==> config.mk <==
export PLATFORM = sky130hd
export DESIGN_NAME = max_idx_feeder
export DESIGN_NICKNAME = d
export VERILOG_FILES = /design/src/rtl/max_idx_feeder.sv
export SDC_FILE = /design/constraint.sdc
export NUM_CORES = 1
export LEC_CHECK = 0
export ABC_CLOCK_PERIOD_IN_PS = 3850
export CAP_MARGIN = 20
export CORE_UTILIZATION = 51
export DETAILED_ROUTE_END_ITERATION = 10
export HOLD_SLACK_MARGIN = 0.12
export PLACE_DENSITY = 0.85
export SYNTH_ARGS = -nofsm -noshare
export SYNTH_HDL_FRONTEND = slang
export SYNTH_SLANG_ARGS = --single-unit
==> constraint.sdc <==
create_clock -name clk -period 3.85 [get_ports clk]
set_input_delay 1.155 -clock clk [delete_from_list [all_inputs] [get_ports clk]]
set_output_delay 1.155 -clock clk [all_outputs]
set_load 0.005 [all_outputs]
==> src/rtl/max_idx_feeder.sv <==
// rtl/max_idx_feeder.sv - collects ten scores, runs the argmax unit, returns the class index and accuracy counts
module max_idx_feeder #(
    parameter int WIDTH = 8,
    parameter int CNT_W = 16
) (
    input  logic                    clk,
    input  logic                    reset,
    input  logic                    in_valid,
    output logic                    in_ready,
    input  logic signed [WIDTH-1:0] in_data,
    input  logic [3:0]              in_label,
    output logic [10*WIDTH-1:0]     am_inputs,
    output logic                    am_start,
    input  logic [3:0]              am_idx,
    input  logic                    am_done,
    output logic                    res_valid,
    input  logic                    res_ready,
    output logic [3:0]              res_idx,
    output logic                    res_correct,
    output logic [CNT_W-1:0]        correct_count,
    output logic [CNT_W-1:0]        total_count
);

    typedef enum logic [1:0] {
        S_COLLECT,
        S_START,
        S_WAIT,
        S_RESULT
    } state_t;

    state_t                  state_q, state_d;
    logic [3:0]              beat_cnt_q, beat_cnt_d;
    logic [3:0]              label_q, label_d;
    logic [3:0]              res_idx_q, res_idx_d;
    logic                    res_correct_q, res_correct_d;
    logic [CNT_W-1:0]        correct_q, correct_d;
    logic [CNT_W-1:0]        total_q, total_d;
    logic                    score_we;
    logic signed [WIDTH-1:0] score_q [10];

    localparam logic [CNT_W-1:0] CNT_MAX = {CNT_W{1'b1}};

    // Next-state and handshake outputs; the buffer is only written while collecting
    always_comb begin
        state_d       = state_q;
        beat_cnt_d    = beat_cnt_q;
        label_d       = label_q;
        res_idx_d     = res_idx_q;
        res_correct_d = res_correct_q;
        correct_d     = correct_q;
        total_d       = total_q;
        in_ready      = 1'b0;
        am_start      = 1'b0;
        res_valid     = 1'b0;
        score_we      = 1'b0;
        case (state_q)
            S_COLLECT: begin
                in_ready = 1'b1;
                if (in_valid) begin
                    score_we = 1'b1;
                    if (beat_cnt_q == 4'd9) begin
                        beat_cnt_d = 4'd0;
                        label_d    = in_label;
                        state_d    = S_START;
                    end else begin
                        beat_cnt_d = beat_cnt_q + 4'd1;
                    end
                end
            end
            S_START: begin
                am_start = 1'b1;
                state_d  = S_WAIT;
            end
            S_WAIT: begin
                // done is only trusted here, after the start edge has cleared any stale level
                if (am_done) begin
                    res_idx_d     = am_idx;
                    res_correct_d = (am_idx == label_q) && (label_q <= 4'd9);
                    state_d       = S_RESULT;
                end
            end
            S_RESULT: begin
                res_valid = 1'b1;
                if (res_ready) begin
                    if (total_q != CNT_MAX) begin
                        total_d = total_q + CNT_W'(1);
                    end
                    if (res_correct_q && (correct_q != CNT_MAX)) begin
                        correct_d = correct_q + CNT_W'(1);
                    end
                    state_d = S_COLLECT;
                end
            end
            default: state_d = S_COLLECT;
        endcase
    end

    // Control state register with synchronous reset
    always_ff @(posedge clk) begin
        if (reset) begin
            state_q       <= S_COLLECT;
            beat_cnt_q    <= 4'd0;
            label_q       <= 4'd0;
            res_idx_q     <= 4'd0;
            res_correct_q <= 1'b0;
            correct_q     <= '0;
            total_q       <= '0;
        end else begin
            state_q       <= state_d;
            beat_cnt_q    <= beat_cnt_d;
            label_q       <= label_d;
            res_idx_q     <= res_idx_d;
            res_correct_q <= res_correct_d;
            correct_q     <= correct_d;
            total_q       <= total_d;
        end
    end

    // Score buffer, entry k holds beat k; deliberately not reset
    always_ff @(posedge clk) begin
        if (score_we) begin
            for (int k = 0; k < 10; k++) begin
                if (beat_cnt_q == 4'(k)) begin
                    score_q[k] <= in_data;
                end
            end
        end
    end

    // Flatten the buffer onto the argmax input bus
    always_comb begin
        am_inputs = '0;
        for (int k = 0; k < 10; k++) begin
            am_inputs[k*WIDTH +: WIDTH] = score_q[k];
        end
    end

    assign res_idx       = res_idx_q;
    assign res_correct   = res_correct_q;
    assign correct_count = correct_q;
    assign total_count   = total_q;

endmodule

==> impl_metrics.tcl <==
set metrics [dict create \
    status "complete, no violations" \
    postSynthCellCount 380 \
    num_antenna_cells 0 \
    async_reset_ff_frac 0 \
    hp-class "flip-flop to flip-flop" \
    die_h_um 100.3 \
    syn-num-nets 408 \
    timing.rr.start "state_q[0]" \
    cts_tree "built" \
    place_inst 647 \
    ys.flop_type "edfxtp_1" \
    clock_skew_ns 0.01393 \
    io_pins 141 \
    drt_iter0_markers 248 \
    htreeDepth 4 \
    grt_usage 0.2482 \
    cts_buffers 17 \
    yosys_warnings 0 \
    die_area_um2 10050 \
    final_layout_size_suffix_gt1_frac 0.1127 \
    max_freq_ghz 0.3408 \
    place_hpwl_mm 8.114 \
    cts.sinks 127 \
    p_sw_frac 0.2187 \
    cap_violations 0 \
    cellPowerDensity_nw_per_um2 513.7 \
    routabilityCongestion 0.8967 \
    ys_seq_area_frac 0.6789 \
    rsz0062_at_grt "no" \
    io_buffer_count 140 \
    clock_power_share 0.488 \
    crit_buf_inv 1 \
    p_sw_mw 0.8052 \
    wl_per_cell_um 17.75 \
    cts_setup_buffers 0 \
    critPathLaunch "state_q[0]" \
    placed_cell_area_um2 6500 \
    slowest_delay_ns 0.57 \
    setup-tns-final_ns 0 \
    fin_cells 679 \
    power.leakage_nw 2.413 \
    area_delta_synth_final_pct 45.55 \
    finalHoldViolations 0 \
    nets 565 \
    cts_root_buffer "clkbuf_8" \
    arrival_ns 1.78 \
    cp_cell_sequence "ha_1, clkdlybuf4s50_1" \
    total_power_mw 3.682 \
    grt_pass1_wl_mm 18.84 \
    first_pass_iters 5 \
    wirelength_mm 12.05 \
    antenna_found_initial 0 \
    combPwrFrac 0.085 \
    min_period_ns 2.934 \
    max_slew.worst_pin.slew_ns 0.9890 \
    core_um2 9284 \
    drc 0 \
    final-setup-viol-count 0 \
    synth-seq-cells 127 \
    final_common_cell "clkdlybuf4s50_1" \
    start_util 0.5305 \
    viasPerCell 5.649 \
    die_x_um 100.3 \
    synth_edf_count 80 \
    irDropWorstVdd_uv 384.0 \
    cp-end-kind "primary output" \
    crit_path_start_kind "flip-flop" \
    path_class "flip-flop to primary output" \
    rows 35 \
    yosysUniqueCellTypes 42 \
    num_vias 3836 \
    post_cts_resized 0 \
    slowest_stage "clkdlybuf4s50_1" \
    grt_pass1_vias 3627 \
    critPathMaxFanout 7 \
    finalMaxSlewViolations 0 \
    cts_buffer_depth 2 \
    antenna_left 0 \
    finalCritPeriodShare 0.7622 \
    cts_hold_buf 0 \
    grt_max_degree 57 \
    worstHoldStart "res_idx[3]" \
    mostFrequentLayoutCells "139 x clkdlybuf4s50_1, 80 x edfxtp_1, 47 x dfxtp_1" \
    synth.avg_cell_area_um2 12.96 \
    p_int_mw 2.877 \
    power_frac_seq 0.426 \
    gr-total-overflow 0 \
    syn_area_um2 4925 \
    relSlewSlack 0.3407 \
    path_clk_slew_ns 0.06 \
    clk_latency_ns 0.50 \
    design_area_um2 7168 \
    path_delay_family "buffers and inverters" \
    crit_required_ns 2.69 \
]
[cells by family after synthesis]
logic type | Yosys count | share of synthesized area
xor gates and xnor gates | 4 | 0.007113
AOI/OAI and AO/OA | 64 | 0.07495
muxes | 13 | 0.02846
adders and majority gates | 7 | 0.01778
DFF | 127 | 0.6789
and+or+nand+nor | 148 | 0.1756
buffers and inverters | 17 | 0.01727
[cells in the mapped netlist, types with 5 or more instances]
library cell  number  area (um^2)
ha_1               7        87.58
or3_1             11        68.82
nor3_1             7        35.03
o31ai_1           10        75.07
edfxtp_1          80         2402
nand3_1           14        70.07
nand2_1           24        90.09
or4_1              8        60.06
dfxtp_1           47        940.9
o21ai_0           15        75.07
mux2_2             8        90.09
mux2i_1            5        50.05
nand2b_1           6        37.54
clkbuf_1           6        22.52
nor2_1            28        105.1
nor4_1             9        56.30
a21oi_1           31        155.2
nor2b_1            8        50.05
nand4_1           13        81.33
inv_1              6        22.52
[stage by stage]
stage               hold slack [ns]  utilization  setup WS (ns)
CTS                          0.4600       0.7721         0.8936
detailed placement           0.4516       0.7001         0.6814
global placement             0.4448       0.7001         0.8078
global route                 0.4872       0.7721         0.8173
floorplan                    0.4501            -          1.127
finish                       0.4544       0.7721         0.9156
[power groups by stage]
stage	Clock, mW	Sequential [mW]	Combinational, mW
floorplan	0	1.57	0.129
global placement	0	1.59	0.298
detailed placement	0	1.59	0.311
CTS	1.82	1.57	0.317
global route	1.88	1.57	0.345
finish	1.80	1.57	0.315
[area by class of cell]
type	count	area (um^2)
Sequential cell	127	3343
Fill cell	590	2116
Multi-Input combinational cell	236	1509
Timing Repair Buffer	149	1464
Clock buffer	18	417.9
Clock inverter	14	250.2
Tap cell	129	161.4
Inverter	6	22.52
[state kept, by name, indices dropped and copies added, names as in the netlist]
| name | cells |
|---|---|
| correct_count | 16 |
| res_idx | 4 |
| label_q | 4 |
| res_correct | 1 |
| score_q | 80 |
| total_count | 16 |
| beat_cnt_q | 4 |
| state_q | 2 |
[layer usage]
metal / global-route usage / wire (um)
met2: 0.4226 / 6097
met3: 0.07799 / 931
met5: 0 / 0
met1: 0.3006 / 4916
met4: 0.08027 / 106
[worst paths after layout]
kind	end	slack (ns)	cells past startpoint
worst min-delay path	res_idx[3]	0.45	2
worst max-delay path	res_valid	0.92	2
worst max register to register	correct_count[12]	1.71	5
worst min register to register	res_idx[3]	0.45	2
[worst min-delay path: cells and delay by family (launching register included)]
kind	cells	cell delay, ns
AOI/OAI and AO/OA	1	0.05
DFF	1	0.31
and+or+nand+nor	1	0.05
Power figures use the tool's default switching activity.
